## config.mk

```make
export PLATFORM = sky130hd
export DESIGN_NAME = fifo_cdc_rd_ctrl
export DESIGN_NICKNAME = d
export VERILOG_FILES = /design/src/rtl/fifo_cdc_rd_ctrl.sv
export SDC_FILE = /design/constraint.sdc
export NUM_CORES = 1
export LEC_CHECK = 0
export CAP_MARGIN = 20
export CORE_ASPECT_RATIO = 0.9
export CORE_MARGIN = 2
export CORE_UTILIZATION = 60
export CTS_CLUSTER_SIZE = 25
export DETAILED_ROUTE_END_ITERATION = 6
export DONT_BUFFER_PORTS = 1
export GPL_TIMING_DRIVEN = 1
export PLACE_DENSITY = 0.76
export SKIP_LAST_GASP = 1
export SYNTH_ARGS = -nofsm -noshare
export SYNTH_HDL_FRONTEND = slang
export SYNTH_SLANG_ARGS = --single-unit
```

## constraint.sdc

```tcl
create_clock -name pclk_i -period 2.8 [get_ports pclk_i]
set_input_delay 0.14 -clock pclk_i [delete_from_list [all_inputs] [get_ports pclk_i]]
set_output_delay 0.14 -clock pclk_i [all_outputs]
set_load 0.03 [all_outputs]
```

## src/rtl/fifo_cdc_rd_ctrl.sv

```systemverilog
// Read-side controller of the dual-clock FIFO: syncs the Gray write pointer, issues
// RAM reads, absorbs the 1-cycle RAM latency and returns the Gray read pointer.
module fifo_cdc_rd_ctrl #(
  parameter  int width_p = 8,
  parameter  int depth_p = 16,
  localparam int AW      = $clog2(depth_p)
) (
  input  logic               pclk_i,
  input  logic               reset_i,
  input  logic [AW:0]        wr_ptr_gray_i,
  output logic [AW:0]        rd_ptr_gray_o,
  output logic               ram_rd_valid_o,
  output logic [AW-1:0]      ram_rd_addr_o,
  input  logic [width_p-1:0] ram_rd_data_i,
  output logic               valid_o,
  output logic [width_p-1:0] data_o,
  input  logic               ready_i
);

  logic [AW:0] wr_gray_s1, wr_gray_s2;
  logic [AW:0] wr_ptr_bin_sync;
  logic [AW:0] rd_ptr_bin, next_bin;
  logic        empty, issue;

  // Plain two-flop synchroniser; nothing may sit between the stages.
  always_ff @(posedge pclk_i or posedge reset_i) begin
    if (reset_i) begin
      wr_gray_s1 <= '0;
      wr_gray_s2 <= '0;
    end else begin
      wr_gray_s1 <= wr_ptr_gray_i;
      wr_gray_s2 <= wr_gray_s1;
    end
  end

  always_comb begin
    wr_ptr_bin_sync[AW] = wr_gray_s2[AW];
    for (int i = AW-1; i >= 0; i--)
      wr_ptr_bin_sync[i] = wr_ptr_bin_sync[i+1] ^ wr_gray_s2[i];
  end

  assign empty          = (rd_ptr_bin == wr_ptr_bin_sync);
  assign issue          = !empty && (!valid_o || ready_i);
  assign next_bin       = rd_ptr_bin + {{AW{1'b0}}, 1'b1};
  assign ram_rd_valid_o = issue;
  assign ram_rd_addr_o  = rd_ptr_bin[AW-1:0];
  // RAM holds its output while no new read is issued, so this stays stable under stall.
  assign data_o         = ram_rd_data_i;

  always_ff @(posedge pclk_i or posedge reset_i) begin
    if (reset_i) begin
      rd_ptr_bin    <= '0;
      rd_ptr_gray_o <= '0;
      valid_o       <= 1'b0;
    end else begin
      if (issue) begin
        rd_ptr_bin    <= next_bin;
        rd_ptr_gray_o <= next_bin ^ (next_bin >> 1);
      end
      if (issue)        valid_o <= 1'b1;
      else if (ready_i) valid_o <= 1'b0;
    end
  end

endmodule
```

==> results.md, run 1 <==
- Status: complete, no violations
- Net Sw Frac: 0.4171
- Starting Density: 0.6462
- Reg-to-reg endpoint: rd_ptr_gray_o[3]
- I/O Pins: 35
- Vias in the first global route: between 500 and 600
- Worst path max stage delay: approximately 560 ps
- Total length of routed wires: 1447 um
- Inserted Diodes: 0
- Setup crit start kind: flop
- Initial antenna violation count: 0
- Critical Path, Cell by Cell: or3_1 -> a211oi_1 -> a31oi_1 -> o21ai_4 -> inv_1
- Internal power: between 700 and 800 uW
- Unrepaired setup endpoints after global routing: no
- Clock Sink Count: 20
- DRT iter0 DRCs: 10
- Flop pwr share: 0.481
- Worst-path maximum fanout: 7
- Grt ovf: 0
- Worst slew pin tran: roughly 690 ps
- Design Area, Final: about 1000 um2
- First-pass GRT wire length: about 2300 um
- Chip width: between 40 and 50 um
- FF-to-FF path depth: 5
- Reg2reg start: rd_ptr_gray_o[4]
- Worst Skew: about 2.0 ps
- R2R Setup Slk: just under 600 ps
- # DRC: 0
- Max-slew violations: 0
- Critical path's slowest cell: dfrtp_1
- Gr usage total: 0.1706
- Synth Area in Compound Gates: 0.07275
- Most common cell after layout, fill and taps aside: dfrtp_1
- Worst slew margin: 0.5378
- Cells after Synth: 78
- Sw Pwr: 531.7 uW
- Lkg Pwr: 0.4197 nW
- Wire length per cell: approximately 16 um
- Unique masters post-synth: 27
- Root buffer cell: clkbuf_4
- DR vias/cell: 5.871
- Setup-failing EPs final: 0
- CTS clk-pin slew, worst paths: around 100 ps
- Hold Crit Class: in -> reg
- Area of the mapped netlist: about 950 um2
- Combinational share of power: 0.340
- Post-Place Cell Area: between 800 and 900 um2
- Worst EP arrival: roughly 2300 ps
- Final min period: 2402 ps
- Mux share of post-synthesis cell area: 0.07011
- Crit path depth: 5
- Final Non-Filler Cells: 93
- Row Count: 13
- Hold Vio Cnt, Final: 0
- Peak supply drop: between 600 and 700 uV
- Req. time, crit path: around 2700 ps
- Layout cells sized above 1: 0.1410
- Main combinational cell family by area after synthesis: XOR/XNOR gates
- Ys Warns: 0
- Adder-Cell Fraction of Synth Area: 0.01323
- CP Capture Type: output port
- Worst Setup EP: ram_rd_valid_o
- Post-DP HPWL: 984.6 um
- Synth Area in Simple Gates: 0.08333
- DRT Pass-1 Iters: 4
- Total Die Area: 1911 um2
- Largest net degree at the start of global routing: 21
- Cells after DPL: slightly above 80
- Mean Syn Cell Area: 12.13 um2
- Pwr Density: around 1300 nW/um2
- Routed Antenna Nets: 0
- Nets@finish: 96
- Worst path bufs/invs: 1
- Final Wtd Congestion: roughly 0.82
- TritonCTS clock tree: built
- Cell family with most CP delay: compound AO/OA/AOI/OAI gates
- Syn nets: 95
- Maxcap violations: 0
- Filler cell count: 100
- Clk buf depth: 2
- Seq/Total Area, Yosys: 0.5291
- Crit path launch: rd_ptr_gray_o[4]
- TNS Setup: 0 ps
- Seq cells post-synth: 20
- Post-Synth XOR/XNOR Area: 0.1389
- Via count: roughly 550
- Fmax: roughly 0.42 GHz
- Critical path class: reg -> out
- CTS buffer count: 3
- Clock Latency Late Sink: around 300 ps
- Final Cycle Share: 0.8578
- Port bufs: 0
- Commonest cells after routing, fill and taps aside: dfrtp_1 (20), xnor2_1 (12), dlygate4sd3_1 (6)
- Clock share of power: 0.180
- Die height: around 42 um
- Area growth syn-to-layout: 5.820%
- Core box area: 1464 um2
- H-Tree Depth: 1
how the worst min path moves through the flow:
stage / startpoint / to / slack, ps / depth (start not counted)
after floorplan: reset_i / rd_ptr_bin[0] / 100 / 1
after global placement: wr_ptr_gray_i[0] / wr_gray_s1[0] / 170 / 0
after detailed placement: wr_ptr_gray_i[4] / wr_gray_s1[4] / 170 / 0
after CTS: ready_i / valid_o / 140 / 2
after global routing: ready_i / valid_o / 180 / 2
final: ready_i / valid_o / 150 / 2
power groups by stage:
| stage | Combinational [mW] | Sequential [mW] | Clock (mW) |
|---|---|---|---|
| 2_1_floorplan | 0.433 | 0.573 | 0 |
| 3_5_place_dp | 0.421 | 0.620 | 0 |
| 3_3_place_gp | 0.408 | 0.616 | 0 |
| 4_1_cts | 0.439 | 0.614 | 0.236 |
| 6_report | 0.433 | 0.613 | 0.229 |
| 5_1_grt | 0.481 | 0.627 | 0.246 |
per-layer routing:
layer	wire length (um)	GRT usage	vias up
met1	544	0.1813	263
met4	26	0.09143	0
met2	772	0.2778	27
met5	0	0	-
met3	104	0.06957	8
li1	-	-	248
area by class of cell:
type,count,area (um2),area share
tap,15,18.77,0.01875
sequential,20,500.5,0.5000
inverter,3,11.26,0.01125
timing repair buffer,6,60.06,0.06000
multi-input combinational,45,357.8,0.3575
clock inverter,1,30.03,0.03000
clock buffer,3,22.52,0.02250
repair_timing:
item                                   CTS  global route
resized for setup                        0             0
setup endpoints to repair                0             0
endpoints found under the hold margin   25             0
hold buffers                             6             0
setup buffers                            0             0
cells by family after synthesis:
family | Yosys count
compound gates | 9
xor+xnor | 15
fa+ha+maj | 1
buf+inv | 13
flops | 20
mux | 6
simple gates | 14
state kept, by name (all words and copies together), names as in the netlist:
name	flops
rd_ptr_gray_o	5
rd_ptr_bin	4
wr_gray_s2	5
wr_gray_s1	5
valid_o	1
cells in the mapped netlist, drive strengths merged:
master	number	area, um2
o21ai	2	21.27
and4b	1	10.01
mux2i	1	10.01
a211oi	1	7.510
a21oi	1	5.000
a31oi	1	6.260
or3	1	6.260
o211ai	3	22.52
ha	1	12.51
xor2	3	26.28
nand2	3	11.26
or2b	1	8.760
nand3b	1	7.510
nor2	3	11.26
and2	1	6.260
mux2	5	56.30
o22ai	1	6.260
nand2b	1	6.260
dfrtp	20	500.5
buf	10	76.32
xnor2	12	105.1
and3	1	6.260
inv	3	11.26
nand3	1	5.000
through the flow:
stage	hold slack [ps]	utilization	power [mW]	worst slack [ps]
6_report	151.7	0.6838	1.275	398.2
5_1_grt	180.1	0.6838	1.355	307.9
4_1_cts	142.1	0.6838	1.288	382.9
3_5_place_dp	171.5	0.6068	1.041	590.2
3_3_place_gp	171.5	0.6068	1.024	673.4
2_1_floorplan	103.8	-	1.006	789.3
Power figures use the tool's default switching activity.
==> inputs of run 2 (changes only) <==
--- a/config.mk
+++ b/config.mk
@@ -8,12 +8,12 @@
 export CAP_MARGIN = 20
 export CORE_ASPECT_RATIO = 0.9
 export CORE_MARGIN = 2
-export CORE_UTILIZATION = 60
+export CORE_UTILIZATION = 59
 export CTS_CLUSTER_SIZE = 25
 export DETAILED_ROUTE_END_ITERATION = 6
 export DONT_BUFFER_PORTS = 1
 export GPL_TIMING_DRIVEN = 1
-export PLACE_DENSITY = 0.76
+export PLACE_DENSITY = 0.75
 export SKIP_LAST_GASP = 1
 export SYNTH_ARGS = -nofsm -noshare
 export SYNTH_HDL_FRONTEND = slang
==> constraint.sdc (replaced) <==
create_clock -name pclk_i -period 2.5 [get_ports pclk_i]
set_input_delay 0.125 -clock pclk_i [delete_from_list [all_inputs] [get_ports pclk_i]]
set_output_delay 0.125 -clock pclk_i [all_outputs]
set_load 0.03 [all_outputs]
==> results.md, run 2 (same netlist as run 1, synthesis figures left out) <==
- TritonCTS clock tree: built
- DRT Pass-1 Iters: 4
- Commonest cells after routing, fill and taps aside: dfrtp_1 (20), xnor2_1 (12), dlygate4sd3_1 (6)
- Fmax: roughly 0.44 GHz
- Final min period: around 2300 ps
- Critical Path, Cell by Cell: xor2_1 -> and2_1 -> mux2i_1 -> o21ai_4 -> inv_1
- # DRC: 0
- Combinational share of power: 0.386
- TNS Setup: 0 ps
- Grt ovf: 0
- Worst slew pin tran: 725.8 ps
- Sw Pwr: a little under 600 uW
- Worst-path maximum fanout: 7
- Largest net degree at the start of global routing: 21
- Area growth syn-to-layout: 8.333%
- Die height: roughly 42 um
- Most common cell after layout, fill and taps aside: dfrtp_1
- Port bufs: 0
- Worst slew margin: 0.5156
- Power, Total: 1.447 mW
- Critical path class: reg -> out
- Worst Skew: roughly 1.5 ps
- Inserted Diodes: 0
- Via count: approximately 530
- Clock Latency Late Sink: 310 ps
- Unrepaired setup endpoints after global routing: no
- Cells after DPL: 92
- Post-DP HPWL: between 900 and 1000 um
- Max-slew violations: 0
- Clock Sink Count: 20
- Net Sw Frac: 0.4090
- Internal power: about 850 uW
- CTS clk-pin slew, worst paths: ~110 ps
- Final Cycle Share: 0.9009
- Hold Vio Cnt, Final: 0
- Core box area: roughly 1500 um2
- CP Capture Type: output port
- H-Tree Depth: 1
- Setup crit start kind: flop
- Lkg Pwr: between 0.4 and 0.5 nW
- Starting Density: 0.6391
- Final Wtd Congestion: 0.7373
- Clock share of power: 0.181
- Maxcap violations: 0
- Hold Crit Class: in -> reg
- I/O Pins: 35
- Chip width: around 46 um
- Status: complete, no violations
- DR vias/cell: ~5.2
- Biggest regs: rd_ptr_gray_o (5), wr_gray_s1 (5), wr_gray_s2 (5)
- Clk buf depth: 2
- Row Count: 13
- Gr usage total: 0.1716
- DRT iter0 DRCs: 5
- Nets@finish: a little under 100
- Final Non-Filler Cells: slightly above 100
- Routed Antenna Nets: 0
- Worst path max stage delay: ~580 ps
- PostCTS Resize Cnt: 0
- Critical path's slowest cell: dfrtp_1
- Layout cells sized above 1: 0.1625
- R2R Setup Slk: 520 ps
- Total Die Area: about 1900 um2
- Peak supply drop: around 830 uV
- Total length of routed wires: between 1000 and 1500 um
- Setup-failing EPs final: 0
- CTS buffer count: 3
- Vias in the first global route: a little over 500
- Pwr Density: between 1000 and 1500 nW/um2
- Initial antenna violation count: 0
- Root buffer cell: clkbuf_4
- Req. time, crit path: around 2400 ps
- First-pass GRT wire length: ~2300 um
- Worst EP arrival: roughly 2100 ps
- Wire length per cell: between 10 and 15 um
- Flop pwr share: 0.433
-- run 2: layout make-up --
class	instances	area, um2
sequential	20	500.5
fill	109	455.4
multi-input combinational	45	357.8
timing repair buffer	8	75.07
clock inverter	1	30.03
tap	22	27.53
clock buffer	3	22.52
inverter	3	11.26
-- run 2: timing repair --
action | in CTS | in global routing
hold buffers | 6 | 0
hold endpoints to repair | 25 | 0
setup endpoints to repair | 0 | 0
setup buffers | 0 | 0
-- run 2: power groups by stage --
stage	clock network, mW	registers [mW]	logic, mW
after CTS	0.268	0.626	0.563
after global placement	0	0.631	0.544
after detailed placement	0	0.632	0.549
final	0.262	0.626	0.559
after floorplan	0	0.641	0.485
after global routing	0.284	0.642	0.615
-- run 2: routing by layer --
layer | routed length (um) | part of all wire | GRT usage
met4 | 56 | 0.042 | 0.1257
met2 | 562 | 0.42 | 0.2139
met3 | 105 | 0.078 | 0.09483
met1 | 619 | 0.46 | 0.2165
met5 | 0 | 0 | 0
-- run 2: final timing paths --
check / endpoint / cells past startpoint / start
max reg2reg: rd_ptr_gray_o[0] / 5 / rd_ptr_bin[0]
min reg2reg: wr_gray_s2[3] / 0 / wr_gray_s1[3]
min: valid_o / 2 / ready_i
max: ram_rd_valid_o / 5 / rd_ptr_bin[0]
max in group asynchronous: rd_ptr_bin[3] / 2 / reset_i
min in group asynchronous: wr_gray_s1[0] / 2 / reset_i
-- run 2: worst max-delay path: cells and delay by family (launching register included) --
kind	cells	cell delay [ps]
AOI/OAI and AO/OA	1	180
xor gates and xnor gates	1	250
buffers and inverters	1	240
DFF	1	580
muxes	1	390
and+or+nand+nor	1	170
-- run 2: metrics by stage --
stage	utilization	hold WS (ps)	cell area, um2	setup slack, ps
finish	0.6923	139.8	1025	247.8
global route	0.6923	167.4	1025	53.30
CTS	0.6923	132.1	1025	236.4
detailed placement	0.6162	156.5	912.1	526.0
global placement	0.6162	156.5	912.1	535.4
floorplan	-	88.83	945.9	489.3
